<file path="src/rtl/random_led_picker.sv">
// Random LED index generator: free-running 16-bit Fibonacci LFSR feeding a
// rejection sampler that yields an in-range index different from the previous one.
module random_led_picker #(
    parameter int          LED_NUM   = 18,
    parameter logic [15:0] SEED      = 16'hACE1,
    parameter int          MAX_TRIES = 32
) (
    input  logic                       clk,
    input  logic                       reset_n,
    input  logic                       next_req,
    input  logic                       seed_load,
    input  logic [15:0]                seed_in,
    output logic [$clog2(LED_NUM)-1:0] random_value,
    output logic                       valid,
    output logic                       busy
);

    localparam int IDX_W = $clog2(LED_NUM);
    localparam int TRY_W = $clog2(MAX_TRIES + 1);

    localparam logic [IDX_W:0]   LED_NUM_W = (IDX_W + 1)'(LED_NUM);
    localparam logic [IDX_W-1:0] LAST_IDX  = IDX_W'(LED_NUM - 1);
    localparam logic [TRY_W-1:0] LAST_TRY  = TRY_W'(MAX_TRIES - 1);

    typedef enum logic [0:0] {
        S_IDLE   = 1'b0,
        S_SEARCH = 1'b1
    } state_t;

    logic [15:0]      r_lfsr;
    logic             w_fb;
    logic [15:0]      w_seed;

    logic [IDX_W-1:0] r_cand_p1;

    state_t           r_state;
    state_t           w_state_nxt;
    logic [TRY_W-1:0] r_tries;
    logic [TRY_W-1:0] w_tries_nxt;
    logic [IDX_W-1:0] r_value;
    logic [IDX_W-1:0] w_value_nxt;
    logic             r_valid;
    logic             w_valid_nxt;
    logic             r_busy;
    logic             w_busy_nxt;
    logic             r_primed;
    logic             w_primed_nxt;

    logic             w_accept;
    logic [IDX_W-1:0] w_wrap;

    // Stage p0: LFSR, advancing every clock; a seed load overrides the shift.
    assign w_fb   = r_lfsr[15] ^ r_lfsr[13] ^ r_lfsr[12] ^ r_lfsr[10];
    assign w_seed = (seed_in == 16'h0000) ? SEED : seed_in;

    always_ff @(posedge clk or negedge reset_n) begin
        if (!reset_n) begin
            r_lfsr <= SEED;
        end else if (seed_load) begin
            r_lfsr <= w_seed;
        end else begin
            r_lfsr <= {r_lfsr[14:0], w_fb};
        end
    end

    // Stage p1: candidate captured from the LFSR, evaluated one clock later.
    always_ff @(posedge clk) begin
        r_cand_p1 <= r_lfsr[IDX_W-1:0];
    end

    assign w_accept = ({1'b0, r_cand_p1} < LED_NUM_W) && (r_cand_p1 != r_value);
    assign w_wrap   = (r_value == LAST_IDX) ? '0 : r_value + 1'b1;

    always_comb begin
        w_state_nxt  = r_state;
        w_tries_nxt  = r_tries;
        w_value_nxt  = r_value;
        w_valid_nxt  = r_valid;
        w_busy_nxt   = r_busy;
        w_primed_nxt = r_primed;
        case (r_state)
            S_IDLE: begin
                if (next_req) begin
                    w_valid_nxt  = 1'b0;
                    w_busy_nxt   = 1'b1;
                    w_tries_nxt  = '0;
                    w_primed_nxt = 1'b0;
                    w_state_nxt  = S_SEARCH;
                end
            end
            S_SEARCH: begin
                // First search clock only fills the candidate register.
                if (!r_primed) begin
                    w_primed_nxt = 1'b1;
                end else if (w_accept) begin
                    w_value_nxt = r_cand_p1;
                    w_valid_nxt = 1'b1;
                    w_busy_nxt  = 1'b0;
                    w_state_nxt = S_IDLE;
                end else if (r_tries == LAST_TRY) begin
                    w_value_nxt = w_wrap;
                    w_valid_nxt = 1'b1;
                    w_busy_nxt  = 1'b0;
                    w_state_nxt = S_IDLE;
                end else begin
                    w_tries_nxt = r_tries + 1'b1;
                end
            end
            default: begin
                w_state_nxt = S_IDLE;
            end
        endcase
    end

    // Stage p2: control and result registers.
    always_ff @(posedge clk or negedge reset_n) begin
        if (!reset_n) begin
            r_state  <= S_IDLE;
            r_tries  <= '0;
            r_value  <= '0;
            r_valid  <= 1'b0;
            r_busy   <= 1'b0;
            r_primed <= 1'b0;
        end else begin
            r_state  <= w_state_nxt;
            r_tries  <= w_tries_nxt;
            r_value  <= w_value_nxt;
            r_valid  <= w_valid_nxt;
            r_busy   <= w_busy_nxt;
            r_primed <= w_primed_nxt;
        end
    end

    assign random_value = r_value;
    assign valid        = r_valid;
    assign busy         = r_busy;

endmodule
</file>
<file path="config.mk">
export PLATFORM = sky130hd
export DESIGN_NAME = random_led_picker
export DESIGN_NICKNAME = d
export VERILOG_FILES = /design/src/rtl/random_led_picker.sv
export SDC_FILE = /design/constraint.sdc
export NUM_CORES = 1
export LEC_CHECK = 0
export CAP_MARGIN = 20
export CORE_MARGIN = 1.5
export CORE_UTILIZATION = 50
export CTS_CLUSTER_DIAMETER = 30
export DETAILED_ROUTE_END_ITERATION = 7
export HOLD_SLACK_MARGIN = 0.15
export PLACE_DENSITY = 0.77
export SLEW_MARGIN = 5
export SYNTH_ARGS = -nofsm -noshare
export SYNTH_HDL_FRONTEND = slang
export SYNTH_SLANG_ARGS = --single-unit
export TNS_END_PERCENT = 100
</file>
<file path="constraint.sdc">
create_clock -name clk -period 2.85 [get_ports clk]
set_input_delay 0.57 -clock clk [delete_from_list [all_inputs] [get_ports clk]]
set_output_delay 0.57 -clock clk [all_outputs]
set_load 0.01 [all_outputs]
</file>
Word level (Yosys, flattened, before mapping)
Cells that the tools add are included.

Order comparisons: 1. Bitwise gates (word level): 4. Divide/modulo/power cells: 0. Equality and inequality tests: 8. Shift-type cells: 0. Reductions and logical operators: 6. $mul: 0. Muxes and demuxes: 26. Add/sub/neg operators: 2.

Operators with widths (number): $mux 16 (2); $mux 6 (4); $logic_not 16->1 (1); $mux 5 (3); $mux 1 (12); $pmux 6 s2 (1); $pmux 1 s2 (4); $add 6x1->6 const B (1); $eq 6x5->1 const B (1); $ne 2x2->1 const B (3); $reduce_and 3->1 (2); $add 5x1->5 const B (1); $eq 5x5->1 const B (1); $lt 5x5->1 const B (1); $ne 5x5->1 (1); $reduce_and 4->1 (1); $ne 3x1->1 const B (1); $xor 1x1->1 (3); $ne 2x1->1 const B (1); $reduce_bool 2->1 (1); $logic_and 1x1->1 (1); $not 1->1 (1).

Memories: 0. Bits in registers: 36. Bits of input ports: 20. Word-level logic and storage cells: 55. Bits in latches: 0. Bits in writable memories: 0. ROM bits: 0. Output and inout port bits: 7.

Depth between registers and ports, before layout
Gate-level depths: netlist (run 1).

Word-level depth: 5. Mapped depth: 7. Gate-level depth less buffers: 7.

Worst setup path after synthesis (run 1)
Ideal clock, no wire load.

Path kind: register to register. Start point: register r_value[0] (netlist: random_value[0]). End point: register r_value[3] (netlist: random_value[3]). Path buffers: 1. Clock period less this slack: 1.905 ns. Library setup time: 0.121 ns. Stages on the path, launching flop included: 7. Data required time: 2.729 ns. Data arrival time: 1.783 ns. Path slack: 0.945 ns. Cells stage by stage: dfrtp_1 xnor2_1 nand3_1 o21ai_1 buf_4 mux2_2 o22a_1.

Longest elaborated chain between the ends: 4. Elaborated cells between the ends (all ways): 9. Classes of those cells: add/sub: 1; eq/ne: 2; mux: 3; reduce/logical: 3.

Ends and longest elaborated chain: start: declaration (line 40) `logic [IDX_W-1:0] r_value;`; start signal: assignment (line 127) `r_value <= w_value_nxt;`; $add 5x1->5, or another cell as far along (line 72) `assign w_wrap = (r_value == LAST_IDX) ? '0 : r_value + 1'b1;`; $mux 5 / $logic_and 1x1->1 (equally long branches) (line 72, 71); $mux 5 / $reduce_bool 2->1 (equally long branches); $mux 5 / $reduce_and 3->1 (equally long branches).

Several ways; a longest one is shown, not always the timed one. The select of a mux whose other input is x is not followed. A chain may end at the register's enable or synchronous reset.

Worst setup path after layout (run 1)
Same ends and word-level chain as after synthesis.

==> reports/metrics.csv, run 1 <==
metric;value;unit
first-pass GRT wire length;5190;microns
status;completed;
vias;1248;
Longest Clk Path Bufs;2;
CTS tree;built;
Clock Latency Late Sink;0.35;ns
vias in the first global route;1176;
hold_buf cts;0;
DRT Pass-1 Iters;4;
crit-path max FO;8;
worst r2r dst;random_value[3];
crit-path cells;xnor2_1, nand3_1, o21ai_1, buf_4, mux2_2, o22a_1;
Worst Hold End;r_cand_p1[1];
switching pwr;0.624;mW
die area;0.00378;sq mm
Initial Utilization;51.7;%
initial antenna violation count;0;
min Tclk post-route;2.07;ns
total routed wirelength;3280;microns
Leakage;0.845;nW
CP Capture Type;flip-flop;
overall power;1.72;mW
Power Density;827;mW/mm^2
post_cts resized;0;
Syn Inst Count;149;
Clock Sink Count;36;
worst clock skew;0.0117;ns
R2R Setup Slk;0.78;ns
post-DP HPWL;2450;microns
library cells used by synthesis;45;
slowest CP cell;dfrtp_1;
share of cells above drive strength 1;20.0;%
core box area;0.00331;sq mm
CP startpoint kind;flip-flop;
Post-CTS Setup Repair Bufs;0;
critical path type;flip-flop to flip-flop;
IO Pins;27;
dpl cells;218;
Slew Limit Fails;0;
syn_nets;172;
largest stage delay on the critical path;0.47;ns
gr usage total;19.1;%
Mapped Area;0.00171;sq mm
Detail Route Antenna Nets;0;
logic gate share of total power;36.8;%
R2R depth;6;
RR Startpoint;random_value[0];
max_cap viols;0;
final hold violations;0;
initial drt markers;79;
sw frac;36.3;%
register area share after synthesis;51.8;%
Final nets;202;
site row count;21;
Synth Warn #;0;
fin cells;226;
Num CTS Buffers;5;
WP data arrival;2.31;ns
highest clock rate;0.482;GHz
Slew @ Worst Pin;0.448;ns
hold_ws;0.380;ns
CTS H-tree depth;2;
number of diodes;0;
via/cell ratio;5.52;
power share of the sequential group;45.5;%
GP Congestion;0.893;
DR DRC count;0;
RSZ-0062 raised after global routing;false;
worst vdd ir;358;uV
Clock Pin Slew Worst Setup and Hold Paths;0.11;ns
crit share post-route;72.8;%
grt ovf;0;
Die Y;61.5;microns
largest net degree at the start of global routing;32;
Avg Cell Area, Syn;11.5;sq um
# setup viols final;0;
Rel. slew slack;70.0;%
hold path depth;0;
Internal;1.10;mW
synthesis-stage register bit count;36;
PortBufs;26;
hold_sp;r_lfsr[1];
Die X-Extent;61.5;microns
mean routed wirelength per cell;14.5;microns
clock root buffer;clkbuf_4;
setup TNS;0;ns
P&R area growth vs syn;21.5;%
Clock power frac;17.7;%
Critical Path RT;3.09;ns
worst min path class;flip-flop to flip-flop;
-- metrics by stage --
step	area [sq um]	setup slack [ns]	utilization [%]
floorplan	1710	0.945	-
global placement	2010	0.849	60.8
detailed placement	2010	0.801	60.8
CTS	2080	0.774	62.8
global route	2080	0.669	62.8
finish	2080	0.776	62.8
-- per-layer routing --
layer / up-vias / GRT usage (%) / share of wire [%]
met3: 2 / 6.30 / 4.3
met2: 33 / 30.7 / 49
met5: - / 0 / 0
met4: 0 / 7.90 / 0.61
li1: 613 / - / -
met1: 600 / 23.7 / 46
-- worst max-delay path: cells and delay by family, from the launching register on --
kind	cells	cell delay [ns]
AO/OA/AOI/OAI	2	0.60
flip-flops	1	0.47
multiplexers	1	0.34
buffers and inverters	1	0.25
XOR/XNOR	1	0.18
AND/OR/NAND/NOR	1	0.13
-- power groups by stage --
stage / logic, mW / registers [mW] / clock network, mW
4_1_cts: 0.637 / 0.783 / 0.311
3_5_place_dp: 0.635 / 0.793 / 0
6_report: 0.633 / 0.783 / 0.303
2_1_floorplan: 0.435 / 0.769 / 0
5_1_grt: 0.697 / 0.808 / 0.330
3_3_place_gp: 0.622 / 0.780 / 0
-- layout make-up --
class                      instances  area, sq um
fill                             290         1230
sequential                        36          886
multi-input combinational        101          766
timing repair buffer              29          283
tap                               46         57.6
clock buffer                       6         51.3
inverter                           6         22.5
clock inverter                     2         13.8
-- cell usage in the layout, fill, tap and decap left out, types with 4 or more instances in the layout --
cell	netlist	final
mux2_2	11	11
dfstp_2	8	8
mux2i_1	4	4
xnor2_1	7	7
dfrtp_1	23	23
clkbuf_4	0	5
nor4_1	5	5
o22a_1	9	9
inv_1	6	6
clkdlybuf4s50_1	0	26
nor2_1	6	6
nand3_1	4	4
nand2_1	9	9
dfxtp_1	5	5
-- cells in the mapped netlist (all sizes together) --
master | n | share of area, %
o21ai | 3 | 0.88
nor3b | 1 | 0.73
clkbuf | 2 | 0.44
dfxtp | 5 | 5.8
o22ai | 2 | 0.73
o31ai | 1 | 0.44
or4 | 1 | 0.44
a21o | 2 | 0.88
nand2b | 3 | 1.1
dfrtp | 23 | 34
a31o | 1 | 0.51
a211oi | 1 | 0.44
buf | 4 | 1.8
o22a | 9 | 4.6
mux2i | 4 | 2.3
inv | 6 | 1.3
o211ai | 2 | 0.88
nand2 | 10 | 2.3
a31oi | 2 | 0.73
ha | 3 | 2.2
dfstp | 8 | 12
nand3 | 4 | 1.2
mux2 | 11 | 7.2
o221ai | 1 | 0.51
nor3 | 3 | 0.88
nor2 | 6 | 1.3
nand4 | 1 | 0.37
xnor2 | 7 | 3.6
o21a | 1 | 0.44
xor2 | 1 | 0.51
o311a | 1 | 0.58
nor4b | 2 | 1.0
a21oi | 5 | 2.3
a211o | 3 | 1.5
o2111a | 1 | 0.66
or2 | 1 | 0.37
nor4 | 5 | 1.8
and3 | 3 | 1.2
-- worst max-delay path by stage --
stage / startpoint / to / slack, ns
6_report: random_value[0] / random_value[3] / 0.78
5_1_grt: r_tries[0] / random_value[0] / 0.67
4_1_cts: random_value[0] / random_value[3] / 0.77
3_5_place_dp: random_value[0] / random_value[3] / 0.80
3_3_place_gp: seed_load / r_lfsr[0] / 0.85
2_1_floorplan: random_value[0] / random_value[3] / 0.95
-- kinds of logic (layout without fill, tap and decap cells) --
kind of cell | after synthesis | in the layout | share of synthesized area (%)
AO/OA/AOI/OAI | 35 | 35 | 16.2
XOR/XNOR | 8 | 8 | 4.09
adder cells (fa/ha/maj) | 3 | 3 | 2.19
buffers and inverters | 12 | 43 | 3.51
flip-flops | 36 | 36 | 51.8
multiplexers | 15 | 15 | 9.58
AND/OR/NAND/NOR | 40 | 40 | 12.7
-- registers in the layout, indices dropped and copies added, names as in the netlist --
register	cells
r_lfsr	16
r_tries	6
r_cand_p1	5
random_value	5
busy	1
r_primed	1
r_state	1
valid	1
No activity file was read; power rests on OpenSTA's default activity.
==> run 2, diff against run 1 <==
- clock period: 2.85 -> 2 ns (I/O delays scaled with it)
==> run 2 against run 1 <==
  * Worst setup slack worse by 0.66 ns
  * Total power up 48%
  * Final cell count up 2.2%
  * Combinational power up 60%
  * Routed wire length about the same
  * Global-route usage up 0.12 points
  * Fmax up 9.8%
  * Final area up 2.2%
  * Critical path depth unchanged
  * Largest power group unchanged
==> reports/metrics.csv, run 2 (synthesis gave the netlist of run 1 again) <==
metric;value;unit;change
number of diodes;0;;unchanged
gr usage total;19.2;%;was 19.1%
slack of the critical path;0.111;ns;was 0.776 ns
vias in the first global route;1197;;was 1176
Power Density;1200;mW/mm^2;was 827 mW/mm^2
sw frac;35.3;%;was 36.3%
R2R depth;6;;unchanged
Longest Clk Path Bufs;2;;unchanged
CP Capture Type;flip-flop;;unchanged
commonest non-fill, non-tap cells in the layout;26 x clkdlybuf4s50_1, 23 x dfrtp_1, 11 x mux2_2, 9 x nand2_1, 9 x o22a_1;;unchanged
core box area;0.00331;sq mm;unchanged
share of cells above drive strength 1;22.2;%;was 20.0%
R2R Setup Slk;0.11;ns;was 0.78 ns
Clock Latency Late Sink;0.35;ns;about the same
RSZ-0062 raised after global routing;false;;unchanged
Leakage;0.871;nW;was 0.845 nW
worst r2r dst;r_tries[5];;was random_value[3]
mean routed wirelength per cell;14.2;microns;was 14.5 microns
DRT Pass-1 Iters;4;;unchanged
Initial Utilization;51.7;%;unchanged
grt ovf;0;;unchanged
max_cap viols;0;;unchanged
post-DP HPWL;2380;microns;was 2450 microns
Post-Place Setup Slack;0.113;ns;was 0.801 ns
Reg with most FFs;r_lfsr;;unchanged
via/cell ratio;5.46;;was 5.52
Clock Sink Count;36;;unchanged
final hold violations;0;;unchanged
GP Congestion;0.890;;was 0.893
met1 Resource Use GR;23.6;%;was 23.7%
Slew Limit Fails;0;;unchanged
clock root buffer;clkbuf_4;;unchanged
Largest regs;r_lfsr: 16 flops, r_tries: 6 flops;;unchanged
P&R area growth vs syn;24.1;%;was 21.5%
vias;1262;;was 1248
first-pass GRT wire length;5230;microns;was 5190 microns
power share of the sequential group;42.9;%;was 45.5%
total routed wirelength;3280;microns;about the same
crit path to;r_tries[5];;was random_value[3]
DR DRC count;0;;unchanged
CTS H-tree depth;2;;unchanged
status;completed;;unchanged
initial drt markers;83;;was 79
Die X-Extent;61.5;microns;unchanged
min Tclk post-route;1.89;ns;was 2.07 ns
initial antenna violation count;0;;unchanged
WP data arrival;2.16;ns;was 2.31 ns
fin area;0.00212;sq mm;was 0.00208 sq mm
die area;0.00378;sq mm;unchanged
Clock power frac;17.5;%;was 17.7%
Final nets;207;;was 202
site row count;21;;unchanged
setup TNS;0;ns;unchanged
# setup viols final;0;;unchanged
Internal;1.65;mW;was 1.10 mW
GR met3 Demand/Resource;6.30;%;unchanged
Critical Path RT;2.27;ns;was 3.09 ns
worst clock skew;0.0138;ns;was 0.0117 ns
crit-path max FO;7;;was 8
Slew @ Worst Pin;0.381;ns;was 0.448 ns
IO Pins;27;;unchanged
Die Y;61.5;microns;unchanged
max reg flops;16;;unchanged
worst vdd ir;583;uV;was 358 uV
Num CTS Buffers;5;;unchanged
GR peak layer;met2;;unchanged
switching pwr;0.899;mW;was 0.624 mW
worst min path class;flip-flop to flip-flop;;unchanged
Clock Pin Slew Worst Setup and Hold Paths;0.11;ns;about the same
Detail Route Antenna Nets;0;;unchanged
Worst Setup SP;r_tries[0];;was random_value[0]
most common cell after layout, fill and taps aside;clkdlybuf4s50_1;;unchanged
hold_ws;0.366;ns;was 0.380 ns
critical path type;flip-flop to flip-flop;;unchanged
crit share post-route;94.5;%;was 72.8%
Placed Area;0.00205;sq mm;was 0.00201 sq mm
CP startpoint kind;flip-flop;;unchanged
highest clock rate;0.529;GHz;was 0.482 GHz
grt met2 use;30.8;%;was 30.7%
hold_buf cts;0;;unchanged
Rel. slew slack;74.4;%;was 70.0%
logic gate share of total power;39.6;%;was 36.8%
PortBufs;26;;unchanged
RR Startpoint;r_tries[0];;was random_value[0]
largest net degree at the start of global routing;32;;unchanged
CTS tree;built;;unchanged
-- run 2: changes by cell type in the layout (fill, tap and decap cells not counted) --
cell,before,now
buf_4,3,8
clkbuf_1,0,1
clkbuf_8,1,2
clkinv_2,1,0
inv_6,1,0
o21ai_1,1,0
o21ai_2,0,1
or2_0,1,0
or2_1,0,1
-- run 2: final cells by class --
type / instances / area [sq um]
multi-input cells: 101 / 769
flip-flops and latches: 36 / 886
inverters: 6 / 22.5
clock buffers: 8 / 68.8
well taps: 46 / 57.6
fillers: 282 / 1190
repair buffers: 34 / 320
-- run 2: critical path, cell delays in order (launching register included) --
cell	delay, ns
dfrtp_1	0.42
ha_1	0.24
nand3_1	0.15
nor3b_2	0.10
or2_1	0.28
or4_1	0.51
o211ai_1	0.11
-- run 2: how the worst min path moves through the flow --
stage,start,endpoint,slack [ns],cells past startpoint
global route,r_lfsr[1],r_cand_p1[1],0.40,0
detailed placement,r_lfsr[1],r_cand_p1[1],0.36,0
CTS,r_lfsr[1],r_cand_p1[1],0.38,0
global placement,r_lfsr[3],r_cand_p1[3],0.36,0
floorplan,reset_n,busy,0.10,0
finish,r_lfsr[1],r_cand_p1[1],0.37,0
-- run 2: power groups by stage --
stage	clock (mW)	sequential, mW	combinational (mW)
after global routing	0.490	1.12	1.11
final	0.446	1.09	1.01
after floorplan	0	1.10	0.620
after global placement	0	1.10	0.968
after CTS	0.456	1.09	1.00
after detailed placement	0	1.11	0.996
-- run 2: layer usage --
| metal | vias up | wire, microns |
|---|---|---|
| met5 | - | 0 |
| met2 | 36 | 1550 |
| met3 | 5 | 146 |
| met4 | 0 | 63 |
| li1 | 619 | - |
| met1 | 602 | 1520 |
-- run 2: timing repair --
action	4_1_cts	5_1_grt
endpoints found under the setup margin	0	5
gates resized for setup	0	2
setup buffers	0	0
-- run 2: metrics by stage --
stage | power [mW] | utilization (%) | instances
CTS | 2.55 | 64.1 | 231
global placement | 2.06 | 62.0 | 223
finish | 2.55 | 64.2 | 231
global route | 2.72 | 64.2 | 231
floorplan | 1.72 | - | 149
detailed placement | 2.10 | 62.0 | 223
==> run 3, diff against run 2 <==
- CORE_UTILIZATION: 50 -> 47
- PLACE_DENSITY: 0.77 -> 0.76
- clock period: 2 -> 1.6 ns (I/O delays scaled with it)
==> run 3 against run 2 <==
  * The run now ends with negative setup slack left
  * Global-route usage up 3.7 points
  * Final cell count increased by 14%
  * Clock skew rose by 0.0025 ns
  * Via count grew 17%
  * Sequential share of layout area decreased by 7.2 points
  * Largest cell class is now multi-input combinational cells
  * Highest routed layer unchanged
==> reports/metrics.csv, run 3 (synthesis gave the netlist of run 1 again) <==
metric;value;unit;change
status;complete, but fails checks;;was completed
failing checks;negative setup slack;;
core box area;0.00342;sq mm;was 0.00331 sq mm
CTS H-tree depth;2;;unchanged
mean routed wirelength per cell;17.1;microns;was 14.2 microns
DRT Pass-1 Iters;4;;unchanged
P&R area growth vs syn;50.1;%;was 24.1%
Clock Pin Slew Worst Setup and Hold Paths;0.12;ns;was 0.11 ns
met1 Resource Use GR;24.7;%;was 23.6%
Largest regs;r_lfsr: 16 flops, r_tries: 6 flops;;unchanged
WP data arrival;2.03;ns;was 2.16 ns
Leakage;1.11;nW;was 0.871 nW
worst vdd ir;811;uV;was 583 uV
Die X-Extent;63.3;microns;was 61.5 microns
GR peak layer;met2;;unchanged
Critical Path RT;1.88;ns;was 2.27 ns
RR Startpoint;r_cand_p1[3];;was r_tries[0]
Die Y;63.3;microns;was 61.5 microns
hold_ws;0.333;ns;was 0.366 ns
grt met2 use;42.6;%;was 30.8%
IO Pins;27;;unchanged
CTS tree;built;;unchanged
most common cell after layout, fill and taps aside;buf_4;;was clkdlybuf4s50_1
DR DRC count;0;;unchanged
area occupied by multi-input gates;892;sq um;was 769 sq um
CP Capture Type;flip-flop;;unchanged
site row count;21;;unchanged
first-pass GRT wire length;7090;microns;was 5230 microns
commonest non-fill, non-tap cells in the layout;36 x buf_4, 22 x dfrtp_1, 20 x clkdlybuf4s50_1, 9 x mux2_2, 9 x o22a_1;;was 26 x clkdlybuf4s50_1, 23 x dfrtp_1, 11 x mux2_2, 9 x nand2_1, 9 x o22a_1
Clock Latency Late Sink;0.35;ns;about the same
gr usage total;22.9;%;was 19.2%
post-DP HPWL;2970;microns;was 2380 microns
die area;0.00401;sq mm;was 0.00378 sq mm
Filler cells;247;;was 282
final hold violations;0;;unchanged
Power Density;1660;mW/mm^2;was 1200 mW/mm^2
share of cells above drive strength 1;42.9;%;was 22.2%
crit share post-route;109;%;was 94.5%
critical path type;flip-flop to flip-flop;;unchanged
fin area;0.00257;sq mm;was 0.00212 sq mm
Clock Sink Count;36;;unchanged
max reg flops;16;;unchanged
clock root buffer;clkbuf_4;;unchanged
initial drt markers;175;;was 83
Final nets;239;;was 207
Post-Place Setup Slack;-0.148;ns;was 0.113 ns
worst clock skew;0.0163;ns;was 0.0138 ns
hold_buf cts;0;;unchanged
vias in the first global route;1579;;was 1197
GP Congestion;0.964;;was 0.890
Longest Clk Path Bufs;2;;unchanged
PortBufs;26;;unchanged
total routed wirelength;4510;microns;was 3280 microns
Rel. slew slack;78.0;%;was 74.4%
Sequential cell area;887;sq um;was 886 sq um
vias;1482;;was 1262
via/cell ratio;5.63;;was 5.46
final core utilization;75.2;%;was 64.2%
Slew Limit Fails;0;;unchanged
RSZ-0062 raised after global routing;true;;was false
dpl cells;247;;was 223
Detail Route Antenna Nets;0;;unchanged
Slew @ Worst Pin;0.326;ns;was 0.381 ns
largest net degree at the start of global routing;32;;unchanged
setup TNS;-1.09;ns;was 0 ns
min Tclk post-route;1.75;ns;was 1.89 ns
fin cells;263;;was 231
Reg with most FFs;r_lfsr;;unchanged
initial antenna violation count;0;;unchanged
Placed Area;0.00228;sq mm;was 0.00205 sq mm
Worst Setup SP;r_cand_p1[3];;was r_tries[0]
worst min path class;primary input to asynchronous set/reset pin;;was flip-flop to flip-flop
highest clock rate;0.572;GHz;was 0.529 GHz
grt ovf;0;;unchanged
Num CTS Buffers;5;;unchanged
number of diodes;0;;unchanged
# setup viols final;13;;was 0
slack of the critical path;-0.148;ns;was 0.111 ns
CP startpoint kind;flip-flop;;unchanged
GR met3 Demand/Resource;4.82;%;was 6.30%
crit-path max FO;5;;was 7
Initial Utilization;50.1;%;was 51.7%
max_cap viols;0;;unchanged
overall power;4.25;mW;was 2.55 mW
-- run 3: cell types whose count changed in the layout (fill, tap and decap cells not counted), sizes merged --
| cell | change |
|---|---|
| buf | +33 |
| clkdlybuf4s50 | -6 |
| bufinv | +3 |
| dlygate4sd2 | +3 |
| clkbuf | -2 |
| dlymetal6s2s | +1 |
-- run 3: worst max-delay path: stages, from the launching register on --
cell     delay (ns)
dfxtp_1        0.49
xnor2_1        0.17
nand2_1        0.16
o21a_2         0.27
buf_4          0.15
nor4b_2        0.29
a211o_1        0.15
-- run 3: power breakdown --
part / internal [mW] / switching [mW] / leakage (nW)
clock: 0.644 / 0.311 / 0.0654
combinational: 1.05 / 0.883 / 0.646
sequential: 1.15 / 0.218 / 0.401
-- run 3: cell type report --
class,instances,area share [%]
repair buffers,66,22.6
flip-flops and latches,36,34.5
clock buffers,5,1.46
well taps,46,2.24
clock inverters,3,3.51
multi-input cells,101,34.7
inverters,6,0.877
-- run 3: path summary, 6_finish.rpt --
| check | slack (ns) | cells past startpoint | end |
|---|---|---|---|
| max in group asynchronous | 1.01 | 2 | r_lfsr[11] |
| worst min register to register | 0.39 | 0 | r_cand_p1[3] |
| worst max-delay path | -0.15 | 6 | r_tries[2] |
| worst max register to register | -0.15 | 6 | r_tries[2] |
| worst min-delay path | 0.33 | 2 | r_tries[4] |
| min in group clk | 0.39 | 0 | r_cand_p1[3] |
-- run 3: metal layers --
metal	part of all wire, %	wire length [microns]	up-vias
met5	0	0	-
met4	1.6	73	0
met3	3.1	140	7
met2	57	2570	35
met1	38	1720	744
li1	-	-	696
-- run 3: what timing repair did --
item	4_1_cts	5_1_grt
pin swaps	7	4
setup buffers	7	1
setup endpoints to repair	17	15
gates resized for setup	19	14
